==> config.mk <==
export PLATFORM = sky130hd
export DESIGN_NAME = text_overlay_flat
export DESIGN_NICKNAME = d
export VERILOG_FILES = /design/src/rtl/text_overlay_if.sv /design/src/rtl/text_overlay.sv /design/src/flat_wrapper.sv
export SDC_FILE = /design/constraint.sdc
export NUM_CORES = 1
export LEC_CHECK = 0
export CAP_MARGIN = 10
export CORE_ASPECT_RATIO = 1.4
export CORE_UTILIZATION = 55
export CTS_CLUSTER_SIZE = 12
export DETAILED_ROUTE_END_ITERATION = 16
export PLACE_DENSITY = 0.84
export SYNTH_ARGS = -nofsm -noshare
export SYNTH_HDL_FRONTEND = slang
export SYNTH_SLANG_ARGS = --single-unit
==> constraint.sdc <==
create_clock -name vpg_pclk -period 5.45 [get_ports vpg_pclk]
set_clock_uncertainty 0.2 [all_clocks]
set_input_delay 1.09 -clock vpg_pclk [delete_from_list [all_inputs] [get_ports vpg_pclk]]
set_output_delay 1.09 -clock vpg_pclk [all_outputs]
set_load 0.05 [all_outputs]
==> src/rtl/text_overlay_if.sv <==
// Video, control, char-write and font-ROM signals of text_overlay.
// master = video source/controller/ROM, slave = overlay engine.
interface text_overlay_if #(
  parameter int GLYPH_W   = 16,
  parameter int GLYPH_H   = 32,
  parameter int COLS      = 16,
  parameter int CHAR_BITS = 7,
  parameter int DW        = 24
);
  localparam int CW = (COLS > 1) ? $clog2(COLS) : 1;
  localparam int RW = (GLYPH_H > 1) ? $clog2(GLYPH_H) : 1;
  localparam int AW = CHAR_BITS + RW;

  logic                 vid_de;
  logic                 vid_hs;
  logic                 vid_vs;
  logic [DW-1:0]        vid_data;
  logic                 out_de;
  logic                 out_hs;
  logic                 out_vs;
  logic [DW-1:0]        out_data;
  logic [11:0]          x_pos;
  logic [11:0]          y_pos;
  logic [1:0]           mode;
  logic                 scale;
  logic [DW-1:0]        fg_color;
  logic [DW-1:0]        bg_color;
  logic                 wr_en;
  logic [CW-1:0]        wr_addr;
  logic [CHAR_BITS-1:0] wr_char;
  logic [AW-1:0]        rom_addr;
  logic [GLYPH_W-1:0]   rom_q;

  modport master (
    output vid_de, vid_hs, vid_vs, vid_data,
    output x_pos, y_pos, mode, scale,
    output fg_color, bg_color,
    output wr_en, wr_addr, wr_char, rom_q,
    input  out_de, out_hs, out_vs, out_data,
    input  rom_addr
  );

  modport slave (
    input  vid_de, vid_hs, vid_vs, vid_data,
    input  x_pos, y_pos, mode, scale,
    input  fg_color, bg_color,
    input  wr_en, wr_addr, wr_char, rom_q,
    output out_de, out_hs, out_vs, out_data,
    output rom_addr
  );
endinterface

==> src/rtl/text_overlay.sv <==
// Text overlay: one line of COLS glyphs blended into video.
// Ports: vpg_pclk, rst (sync, active-high), bus (slave modport).
module text_overlay #(
  parameter int GLYPH_W   = 16,
  parameter int GLYPH_H   = 32,
  parameter int COLS      = 16,
  parameter int CHAR_BITS = 7,
  parameter int ROM_LAT   = 1,
  parameter int DW        = 24
) (
  input  logic         vpg_pclk,
  input  logic         rst,
  text_overlay_if.slave bus
);
  localparam int CW = (COLS > 1) ? $clog2(COLS) : 1;
  localparam int RW = (GLYPH_H > 1) ? $clog2(GLYPH_H) : 1;
  localparam int BW = (GLYPH_W > 1) ? $clog2(GLYPH_W) : 1;
  localparam int AW = CHAR_BITS + RW;
  localparam int D  = ROM_LAT + 1;
  localparam logic [16:0] WIN_W = 17'(COLS * GLYPH_W);
  localparam logic [16:0] WIN_H = 17'(GLYPH_H);

  typedef struct packed {
    logic          de;
    logic          hs;
    logic          vs;
    logic          win;
    logic [BW-1:0] bidx;
    logic [DW-1:0] data;
  } pipe_t;

  logic [11:0]          x_q, x_d, y_q, y_d;
  logic                 de_q, vs_q;
  logic [11:0]          xp_q, xp_d, yp_q, yp_d;
  logic [1:0]           mode_q, mode_d;
  logic                 scale_q, scale_d;
  logic [CHAR_BITS-1:0] cbuf_q [COLS];
  logic [CHAR_BITS-1:0] cbuf_d [COLS];
  logic [AW-1:0]        rom_addr_q, rom_addr_d;
  pipe_t                pipe_q [D];
  pipe_t                pipe_d [D];
  logic                 out_de_q, out_hs_q, out_vs_q;
  logic                 out_de_d, out_hs_d, out_vs_d;
  logic [DW-1:0]        out_data_q, out_data_d;

  logic [16:0]          x_e, y_e;
  logic [11:0]          dx, dy, dxs, dys;
  logic                 in_win;
  logic [CW-1:0]        col;
  logic [BW-1:0]        bidx;
  logic [RW-1:0]        row;
  logic [CHAR_BITS-1:0] chr;
  pipe_t                pt;
  logic [GLYPH_W-1:0]   glyph_sh;
  logic                 sel;

  // raster position and frame-start control shadowing
  always_comb begin
    x_d = x_q;
    y_d = y_q;
    if (bus.vid_de) begin
      if (x_q != 12'hFFF) x_d = x_q + 12'd1;
    end else if (de_q) begin
      x_d = '0;
    end
    if (bus.vid_vs) y_d = '0;
    else if (de_q && !bus.vid_de && y_q != 12'hFFF)
      y_d = y_q + 12'd1;
    xp_d    = xp_q;
    yp_d    = yp_q;
    mode_d  = mode_q;
    scale_d = scale_q;
    if (bus.vid_vs && !vs_q) begin
      xp_d    = bus.x_pos;
      yp_d    = bus.y_pos;
      mode_d  = bus.mode;
      scale_d = bus.scale;
    end
  end

  // stage 0: window test and glyph coordinates
  always_comb begin
    x_e = {5'd0, xp_q} + (scale_q ? (WIN_W << 1) : WIN_W);
    y_e = {5'd0, yp_q} + (scale_q ? (WIN_H << 1) : WIN_H);
    in_win = bus.vid_de
           && x_q >= xp_q && {5'd0, x_q} < x_e
           && y_q >= yp_q && {5'd0, y_q} < y_e;
    dx   = x_q - xp_q;
    dy   = y_q - yp_q;
    dxs  = scale_q ? (dx >> 1) : dx;
    dys  = scale_q ? (dy >> 1) : dy;
    col  = CW'(dxs / 12'(GLYPH_W));
    bidx = BW'(dxs % 12'(GLYPH_W));
    row  = RW'(dys);
    chr  = (int'(col) < COLS) ? cbuf_q[col] : '0;
  end

  // old code is returned on a same-cycle write/read of one column
  always_comb begin
    cbuf_d = cbuf_q;
    if (bus.wr_en && int'(bus.wr_addr) < COLS)
      cbuf_d[bus.wr_addr] = bus.wr_char;
  end

  // stage 1 and the delay line matching the ROM latency
  always_comb begin
    rom_addr_d = in_win ? {chr, row} : rom_addr_q;
    pipe_d[0] = '{de: bus.vid_de, hs: bus.vid_hs,
                  vs: bus.vid_vs, win: in_win,
                  bidx: bidx, data: bus.vid_data};
    for (int i = 1; i < D; i++) pipe_d[i] = pipe_q[i-1];
  end

  // output stage: blend
  always_comb begin
    pt       = pipe_q[D-1];
    glyph_sh = bus.rom_q << pt.bidx;
    sel      = glyph_sh[GLYPH_W-1];
    out_de_d = pt.de;
    out_hs_d = pt.hs;
    out_vs_d = pt.vs;
    out_data_d = pt.data;
    if (pt.win) begin
      unique case (mode_q)
        2'd0: out_data_d = pt.data;
        2'd1: out_data_d = sel ? bus.fg_color : bus.bg_color;
        2'd2: out_data_d = sel ? bus.fg_color : pt.data;
        2'd3: out_data_d = sel ? ~pt.data : pt.data;
      endcase
    end
  end

  always_ff @(posedge vpg_pclk) begin
    if (rst) begin
      x_q        <= '0;
      y_q        <= '0;
      de_q       <= 1'b0;
      vs_q       <= 1'b0;
      xp_q       <= '0;
      yp_q       <= '0;
      mode_q     <= '0;
      scale_q    <= 1'b0;
      rom_addr_q <= '0;
      for (int i = 0; i < D; i++) pipe_q[i] <= '0;
      out_de_q   <= 1'b0;
      out_hs_q   <= 1'b0;
      out_vs_q   <= 1'b0;
      out_data_q <= '0;
    end else begin
      x_q        <= x_d;
      y_q        <= y_d;
      de_q       <= bus.vid_de;
      vs_q       <= bus.vid_vs;
      xp_q       <= xp_d;
      yp_q       <= yp_d;
      mode_q     <= mode_d;
      scale_q    <= scale_d;
      rom_addr_q <= rom_addr_d;
      pipe_q     <= pipe_d;
      out_de_q   <= out_de_d;
      out_hs_q   <= out_hs_d;
      out_vs_q   <= out_vs_d;
      out_data_q <= out_data_d;
    end
  end

  // character buffer survives reset
  always_ff @(posedge vpg_pclk) begin
    cbuf_q <= cbuf_d;
  end

  assign bus.out_de   = out_de_q;
  assign bus.out_hs   = out_hs_q;
  assign bus.out_vs   = out_vs_q;
  assign bus.out_data = out_data_q;
  assign bus.rom_addr = rom_addr_q;
endmodule

==> src/flat_wrapper.sv <==
// flat-port wrapper written by rule: the top's interface ports become plain ports
module text_overlay_flat 
#(
  parameter int GLYPH_W   = 16,
  parameter int GLYPH_H   = 32,
  parameter int COLS      = 16,
  parameter int CHAR_BITS = 7,
  parameter int ROM_LAT   = 1,
  parameter int DW        = 24
)
  (vpg_pclk, rst, bus_vid_de, bus_vid_hs, bus_vid_vs, bus_vid_data, bus_x_pos, bus_y_pos, bus_mode, bus_scale, bus_fg_color, bus_bg_color, bus_wr_en, bus_wr_addr, bus_wr_char, bus_rom_q, bus_out_de, bus_out_hs, bus_out_vs, bus_out_data, bus_rom_addr);
  text_overlay_if #(.GLYPH_W(GLYPH_W), .GLYPH_H(GLYPH_H), .COLS(COLS), .CHAR_BITS(CHAR_BITS), .DW(DW)) bus_i ();
  input  logic vpg_pclk;
  input  logic rst;
  input wire logic [$bits(bus_i.vid_de)-1:0] bus_vid_de;
  input wire logic [$bits(bus_i.vid_hs)-1:0] bus_vid_hs;
  input wire logic [$bits(bus_i.vid_vs)-1:0] bus_vid_vs;
  input wire logic [$bits(bus_i.vid_data)-1:0] bus_vid_data;
  input wire logic [$bits(bus_i.x_pos)-1:0] bus_x_pos;
  input wire logic [$bits(bus_i.y_pos)-1:0] bus_y_pos;
  input wire logic [$bits(bus_i.mode)-1:0] bus_mode;
  input wire logic [$bits(bus_i.scale)-1:0] bus_scale;
  input wire logic [$bits(bus_i.fg_color)-1:0] bus_fg_color;
  input wire logic [$bits(bus_i.bg_color)-1:0] bus_bg_color;
  input wire logic [$bits(bus_i.wr_en)-1:0] bus_wr_en;
  input wire logic [$bits(bus_i.wr_addr)-1:0] bus_wr_addr;
  input wire logic [$bits(bus_i.wr_char)-1:0] bus_wr_char;
  input wire logic [$bits(bus_i.rom_q)-1:0] bus_rom_q;
  output wire logic [$bits(bus_i.out_de)-1:0] bus_out_de;
  output wire logic [$bits(bus_i.out_hs)-1:0] bus_out_hs;
  output wire logic [$bits(bus_i.out_vs)-1:0] bus_out_vs;
  output wire logic [$bits(bus_i.out_data)-1:0] bus_out_data;
  output wire logic [$bits(bus_i.rom_addr)-1:0] bus_rom_addr;
  assign bus_i.vid_de = bus_vid_de;
  assign bus_i.vid_hs = bus_vid_hs;
  assign bus_i.vid_vs = bus_vid_vs;
  assign bus_i.vid_data = bus_vid_data;
  assign bus_i.x_pos = bus_x_pos;
  assign bus_i.y_pos = bus_y_pos;
  assign bus_i.mode = bus_mode;
  assign bus_i.scale = bus_scale;
  assign bus_i.fg_color = bus_fg_color;
  assign bus_i.bg_color = bus_bg_color;
  assign bus_i.wr_en = bus_wr_en;
  assign bus_i.wr_addr = bus_wr_addr;
  assign bus_i.wr_char = bus_wr_char;
  assign bus_i.rom_q = bus_rom_q;
  assign bus_out_de = bus_i.out_de;
  assign bus_out_hs = bus_i.out_hs;
  assign bus_out_vs = bus_i.out_vs;
  assign bus_out_data = bus_i.out_data;
  assign bus_rom_addr = bus_i.rom_addr;
  text_overlay #(.GLYPH_W(GLYPH_W), .GLYPH_H(GLYPH_H), .COLS(COLS), .CHAR_BITS(CHAR_BITS), .ROM_LAT(ROM_LAT), .DW(DW)) u_core (.vpg_pclk(vpg_pclk), .rst(rst), .bus(bus_i));
endmodule
==> results of run 1 <==
==> power groups by stage <==
stage	logic, uW	clock network [uW]	registers (uW)
final	799	1650	2180
after global routing	874	1760	2190
after floorplan	530	0	2240
after global placement	767	0	2220
after CTS	793	1680	2180
after detailed placement	786	0	2220
==> registers in the layout, summed over array words and instances (netlist names) <==
name / cells
u_core.out_de_d: 1
u_core.out_vs_d: 1
u_core.cbuf_q: 112
u_core.yp_q: 12
u_core.bus.out_data: 24
u_core.y_q: 12
u_core.scale_q: 1
u_core.vs_q: 1
u_core.pipe_q: 29
u_core.bus.out_vs: 1
u_core.x_q: 12
u_core.mode_q: 2
u_core.out_hs_d: 1
u_core.de_q: 1
u_core.bus.out_de: 1
u_core.bus.rom_addr: 12
u_core.pipe_d: 30
u_core.xp_q: 12
u_core.bus.out_hs: 1
==> per-layer routing <==
layer  up-vias  GRT usage [%]
met5         -              0
met4         0           12.8
met3        90           3.69
met2       390           47.2
met1      4664           28.9
li1       4778              -
==> Yosys cell counts, types with 7 or more instances <==
library cell	instances	area, sq um
nor4_1	7	43.8
a21o_1	7	52.6
buf_6	8	90.1
a211oi_1	28	210
xor2_1	14	123
o21ai_1	16	80.1
nor2_1	77	289
o21a_1	10	75.1
nand3_1	24	120
nand2b_1	7	43.8
a21oi_1	92	460
o221ai_1	7	61.3
a31oi_1	9	56.3
dfxtp_1	154	3080
xnor2_1	12	105
nor2b_1	86	538
ha_1	41	513
o21ai_0	45	225
clkbuf_1	56	210
a211oi_2	7	87.6
nor3_1	23	115
nor3b_1	23	173
a311oi_1	27	236
inv_1	32	120
nand4_1	21	131
nand2_1	196	736
o21bai_1	8	60.1
edfxtp_1	112	3360
buf_2	7	35.0
o211ai_1	11	82.6
mux2i_1	28	280
==> stage by stage <==
stage	area (sq um)	setup slack (ps)
detailed placement	14200	1410
CTS	15000	1380
floorplan	12400	1400
finish	15000	1290
global placement	14200	1550
global route	15000	998
==> path summary, 6_finish.rpt <==
| kind | start | to | slack [ps] | depth (start not counted) |
|---|---|---|---|---|
| setup reg to reg | u_core.x_q[0] | u_core.bus.rom_addr[9] | 1290 | 13 |
| hold reg to reg | u_core.pipe_q[28] | u_core.bus.out_data[22] | 230 | 1 |
| hold / removal | u_core.pipe_q[28] | u_core.bus.out_data[22] | 230 | 1 |
| setup / recovery | u_core.x_q[0] | u_core.bus.rom_addr[9] | 1290 | 13 |
==> worst max-delay path, stage by stage, from the launching register on <==
cell	delay (ps)
dfxtp_1	330
inv_1	90
ha_1	170
inv_1	50
fa_1	440
a211oi_4	360
o21bai_1	140
a21oi_1	190
xnor2_1	200
mux2_2	940
a211oi_1	110
a211oi_1	550
a221oi_1	110
a31oi_1	200
==> final cells by class <==
class                      count  area, sq um
sequential                   266         6450
clock inverter                 3         18.8
fill                        1636         7010
clock buffer                  42          752
tap                          297          372
multi-input combinational    884         5500
timing repair buffer         183         1800
inverter                      33          124
==> cell families (layout without fill, tap and decap cells) <==
logic type / count (synthesis) / after routing / synth area share (%)
flops: 266 / 266 / 51.8
buf+inv: 112 / 261 / 4.09
simple gates: 488 / 488 / 18.9
xor+xnor: 26 / 26 / 1.83
fa+ha+maj: 45 / 45 / 4.77
compound gates: 291 / 291 / 15.4
mux: 34 / 34 / 3.16
==> impl_metrics.py, run 1 <==
metrics = {
    "sta": {
        "period_needed_ps": 4160,
        "drv_slew": 0,
        "hold_violations": 0,
        "rsz0062_at_grt": "false",
        "tightest_slew_ps": 1170,
        "fmax_mhz": 240,
        "fin_setup_tns_ps": 0,
        "setup_viol": 0,
        "hold_ws_ps": 230,
        "relSlewSlack_pct": 21.7,
        "period_share_pct": 76.4,
    },
    "cts": {
        "clock_latency_ps": 530,
        "clockRootBuffer": "clkbuf_16",
        "cts_resized": 0,
        "htreeDepth": 1,
        "cts_tree": "built",
        "cts_hold_buffers": 0,
        "numClockSinks": 266,
        "postCtsSetupBuffers": 0,
        "cts.path.max_buffers": 3,
        "cts_buffers": 27,
        "clk_pin_slew_ps": 60,
    },
    "route": {
        "wirelength_mm": 30.1,
        "met3_length_mm": 1.99,
        "via_per_inst": 5.81,
        "drt-met1-wl_mm": 11.1,
        "top_layer": "met4",
        "wl_met2_mm": 15.5,
        "ant_nets": 0,
        "vias": 9922,
        "wire_per_inst_um": 17.6,
        "first_pass_iters": 5,
        "post-route-drc-count": 0,
        "drt_iter0_markers": 553,
    },
    "synth": {
        "synth_ff_type": "dfxtp_1",
        "synth_area_sq_mm": 0.0124,
        "synth_edf_count": 112,
        "ys_seq_elements": 266,
        "syn_area_per_cell_sq_um": 9.86,
        "synth-async-reset-ratio_pct": 0,
        "synthesis.nets": 1439,
        "yosysWarnings": 0,
        "syn_inst": 1262,
        "synth_cell_types": 64,
        "seq_area_frac_synth_pct": 51.8,
    },
    "floorplanning": {
        "die_y_um": 180,
        "start_util_pct": 56.5,
        "die_w_um": 129,
        "dieArea_sq_mm": 0.0232,
        "coreArea_sq_mm": 0.0220,
        "rows": 64,
        "io_pins": 171,
    },
    "final_layout": {
        "layout_common_cells": "196 x nand2_1, 169 x clkdlybuf4s50_1, 153 x dfxtp_1",
        "syn2layout_area_growth_pct": 20.6,
        "antenna_cells": 0,
        "drive_gt1_share_pct": 5.03,
        "mostFrequentLayoutCell": "nand2_1",
        "final_util_pct": 68.1,
        "finalNonFillerCells": 1708,
        "final_nets": 1572,
    },
    "grt": {
        "antenna_found_initial": 0,
        "track_usage_pct": 25.9,
        "grt_first_pass_wirelength_mm": 47.6,
        "grt_max_degree": 84,
        "grt.overflow.total": 0,
        "grt_pass1_vias": 9527,
    },
    "placed_design": {
        "gp_congestion": 0.902,
        "io_buffers": 170,
        "dp_hpwl_mm": 21.0,
        "place_inst": 1662,
    },
    "pwr": {
        "leakagePower_uw": 0.00532,
        "swShare_pct": 26.5,
        "p_clk_share_pct": 35.7,
        "p_total_uw": 4630,
        "combPwrFrac_pct": 17.2,
        "max-vdd-ir-drop_uv": 318,
        "intPower_uw": 3400,
        "p_per_area_mw_per_mm2": 309,
        "p_switching_uw": 1230,
        "pwr-share-seq_pct": 47.1,
    },
    "worst_hold_path": {
        "min-delay-path-class": "reg -> reg",
    },
    "setup_path": {
        "critPathCaptureType": "flip-flop",
        "path_class": "reg -> reg",
        "crit_required_ps": 5700,
        "path_max_fanout": 56,
        "crit_arrival_ps": 4420,
        "start_kind": "flip-flop",
    },
    "job": {
        "drv_cap": 0,
    },
    "outcome": {
        "outcome": "finished, final reports clean",
    },
}
Note: power is estimated with default switching activity, not from simulation.
==> run 2, diff against run 1 <==
Settings changed: CORE_UTILIZATION 55 to 50, PLACE_DENSITY 0.84 to 0.81.
Clock period 5.45 ns to 3.7 ns, I/O delays scaled along.
==> run 2 against run 1 <==
Compared with the run above:
- routed wire length grew 5.1%
- sequential power grew 47%
- count of clock-buffer cells in the layout grew 4
- design area grew 3.3%
- critical path depth grew 3
- combinational power grew 63%
- first-iteration DRC count grew 4.5%
- largest power group unchanged
==> impl_metrics.py, run 2 (synthesis gave the netlist of run 1 again) <==
metrics = {
    "worst_hold_path": {
        "min-delay-path-class": "reg -> reg",
        "hold_depth": 1,
    },
    "sta": {
        "period_needed_ps": 3650,
        "rsz0062_at_grt": "true",
        "period_share_pct": 98.7,
        "relSlewSlack_pct": 37.2,
        "setup_viol": 0,
        "drv_slew": 0,
        "tightest_slew_ps": 934,
        "fmax_mhz": 274,
        "fin_ws_ps": 49.1,
        "hold_violations": 0,
        "fin_setup_tns_ps": 0,
    },
    "route": {
        "via_per_inst": 5.79,
        "wirelength_mm": 31.6,
        "vias": 10100,
        "wire_per_inst_um": 18.1,
        "ant_nets": 0,
        "drt_iter0_markers": 578,
        "post-route-drc-count": 0,
        "first_pass_iters": 5,
    },
    "pwr": {
        "max-vdd-ir-drop_uv": 526,
        "p_total_uw": 7210,
        "p_per_area_mw_per_mm2": 465,
        "leakagePower_uw": 0.00554,
    },
    "placed_design": {
        "place_inst": 1694,
        "place_ws_ps": -12.4,
        "dp_hpwl_mm": 21.8,
        "io_buffers": 170,
        "gp_congestion": 0.857,
    },
    "cts": {
        "cts_tree": "built",
        "clk_pin_slew_ps": 60,
        "clockRootBuffer": "clkbuf_16",
        "numClockSinks": 266,
        "cts.path.max_buffers": 3,
        "cts_buffers": 28,
        "clock_latency_ps": 540,
        "cts_hold_buffers": 0,
        "htreeDepth": 1,
    },
    "final_layout": {
        "mostFrequentLayoutCell": "nand2_1",
        "syn2layout_area_growth_pct": 24.6,
        "antenna_cells": 0,
        "largest_register": "u_core.cbuf_q",
        "finalNonFillerCells": 1750,
        "final_nets": 1599,
        "final_util_pct": 64.0,
        "drive_gt1_share_pct": 7.64,
        "layout_common_cells": "196 x nand2_1, 169 x clkdlybuf4s50_1, 152 x dfxtp_1",
        "largest_register_ff_count": 112,
    },
    "setup_path": {
        "crit_arrival_ps": 3880,
        "critPathCaptureType": "flip-flop",
        "crit_required_ps": 3930,
        "start_kind": "flip-flop",
        "crit_buf_inv": 2,
        "path_max_fanout": 12,
        "crit_slowest_cell": "fa_2",
        "crit_family": "simple AND/OR/NAND/NOR gates",
        "crit_path_cell_trace": "inv_4, ha_4, fa_2, and3_4, xnor2_1, ha_1, a21o_1, a21o_1, a21oi_1, nor2_1, nor4_1, nand3_1, nor3_4, buf_12, nor2_1, a311oi_1",
        "slowest_delay_ps": 400,
        "path_class": "reg -> reg",
        "cp.depth": 16,
        "r2r_cells": 16,
    },
    "grt": {
        "grt.overflow.total": 0,
        "antenna_found_initial": 0,
        "track_usage_pct": 24.0,
        "grt_pass1_vias": 9803,
        "grt_first_pass_wirelength_mm": 48.4,
        "grt_max_degree": 75,
    },
    "floorplanning": {
        "rows": 67,
        "coreArea_sq_mm": 0.0242,
        "io_pins": 171,
        "dieArea_sq_mm": 0.0255,
        "die_w_um": 135,
        "start_util_pct": 51.4,
        "die_y_um": 189,
    },
    "outcome": {
        "outcome": "finished, final reports clean",
    },
    "job": {
        "drv_cap": 0,
    },
}
-- run 2: final cells by class --
class	instances	area, sq um
multi-input combinational	886	5560
tap	310	388
timing repair buffer	207	2090
clock inverter	2	18.8
sequential	266	6450
fill	1917	8720
inverter	33	126
clock buffer	46	872
-- run 2: worst reg2reg max path: stages, from the launching register on --
cell and delay (ps):
dfxtp_4 370, inv_4 60, ha_4 160, fa_2 400
and3_4 200, xnor2_1 120, ha_1 320, a21o_1 170
a21o_1 170, a21oi_1 120, nor2_1 50, nor4_1 300
nand3_1 210, nor3_4 240, buf_12 180, nor2_1 50
a311oi_1 240
-- run 2: per-layer routing --
layer / share of wire, % / global-route usage (%) / vias up / wire (um)
li1: - / - / 4826 / -
met1: 35 / 26.5 / 4750 / 11200
met2: 52 / 44.9 / 467 / 16400
met3: 8.4 / 4.17 / 89 / 2660
met4: 4.4 / 9.12 / 0 / 1380
met5: 0 / 0 / - / 0
-- run 2: path summary, 6_finish.rpt --
path,start,endpoint,slack (ps)
min reg2reg,u_core.pipe_d[22],u_core.pipe_q[22],230
max reg2reg,u_core.scale_q,u_core.bus.rom_addr[4],50
max,u_core.scale_q,u_core.bus.rom_addr[4],50
min,u_core.pipe_d[22],u_core.pipe_q[22],230
-- run 2: what timing repair did --
action	in CTS	in global routing
cloned	1	2
gates resized for setup	2	10
setup endpoints to repair	3	13
buffers inserted	1	4
pin swaps	4	6
-- run 2: power by group --
part           internal (uW)  switching (uW)
clock network           1600            1100
registers               3150            54.6
logic                    550             751
total                   5300            1910
-- run 2: metrics by stage --
| step | instance area, sq um | hold slack, ps |
|---|---|---|
| floorplan | 12500 | 214 |
| global route | 15500 | 248 |
| global placement | 14500 | 217 |
| finish | 15500 | 233 |
| detailed placement | 14500 | 221 |
| CTS | 15400 | 236 |
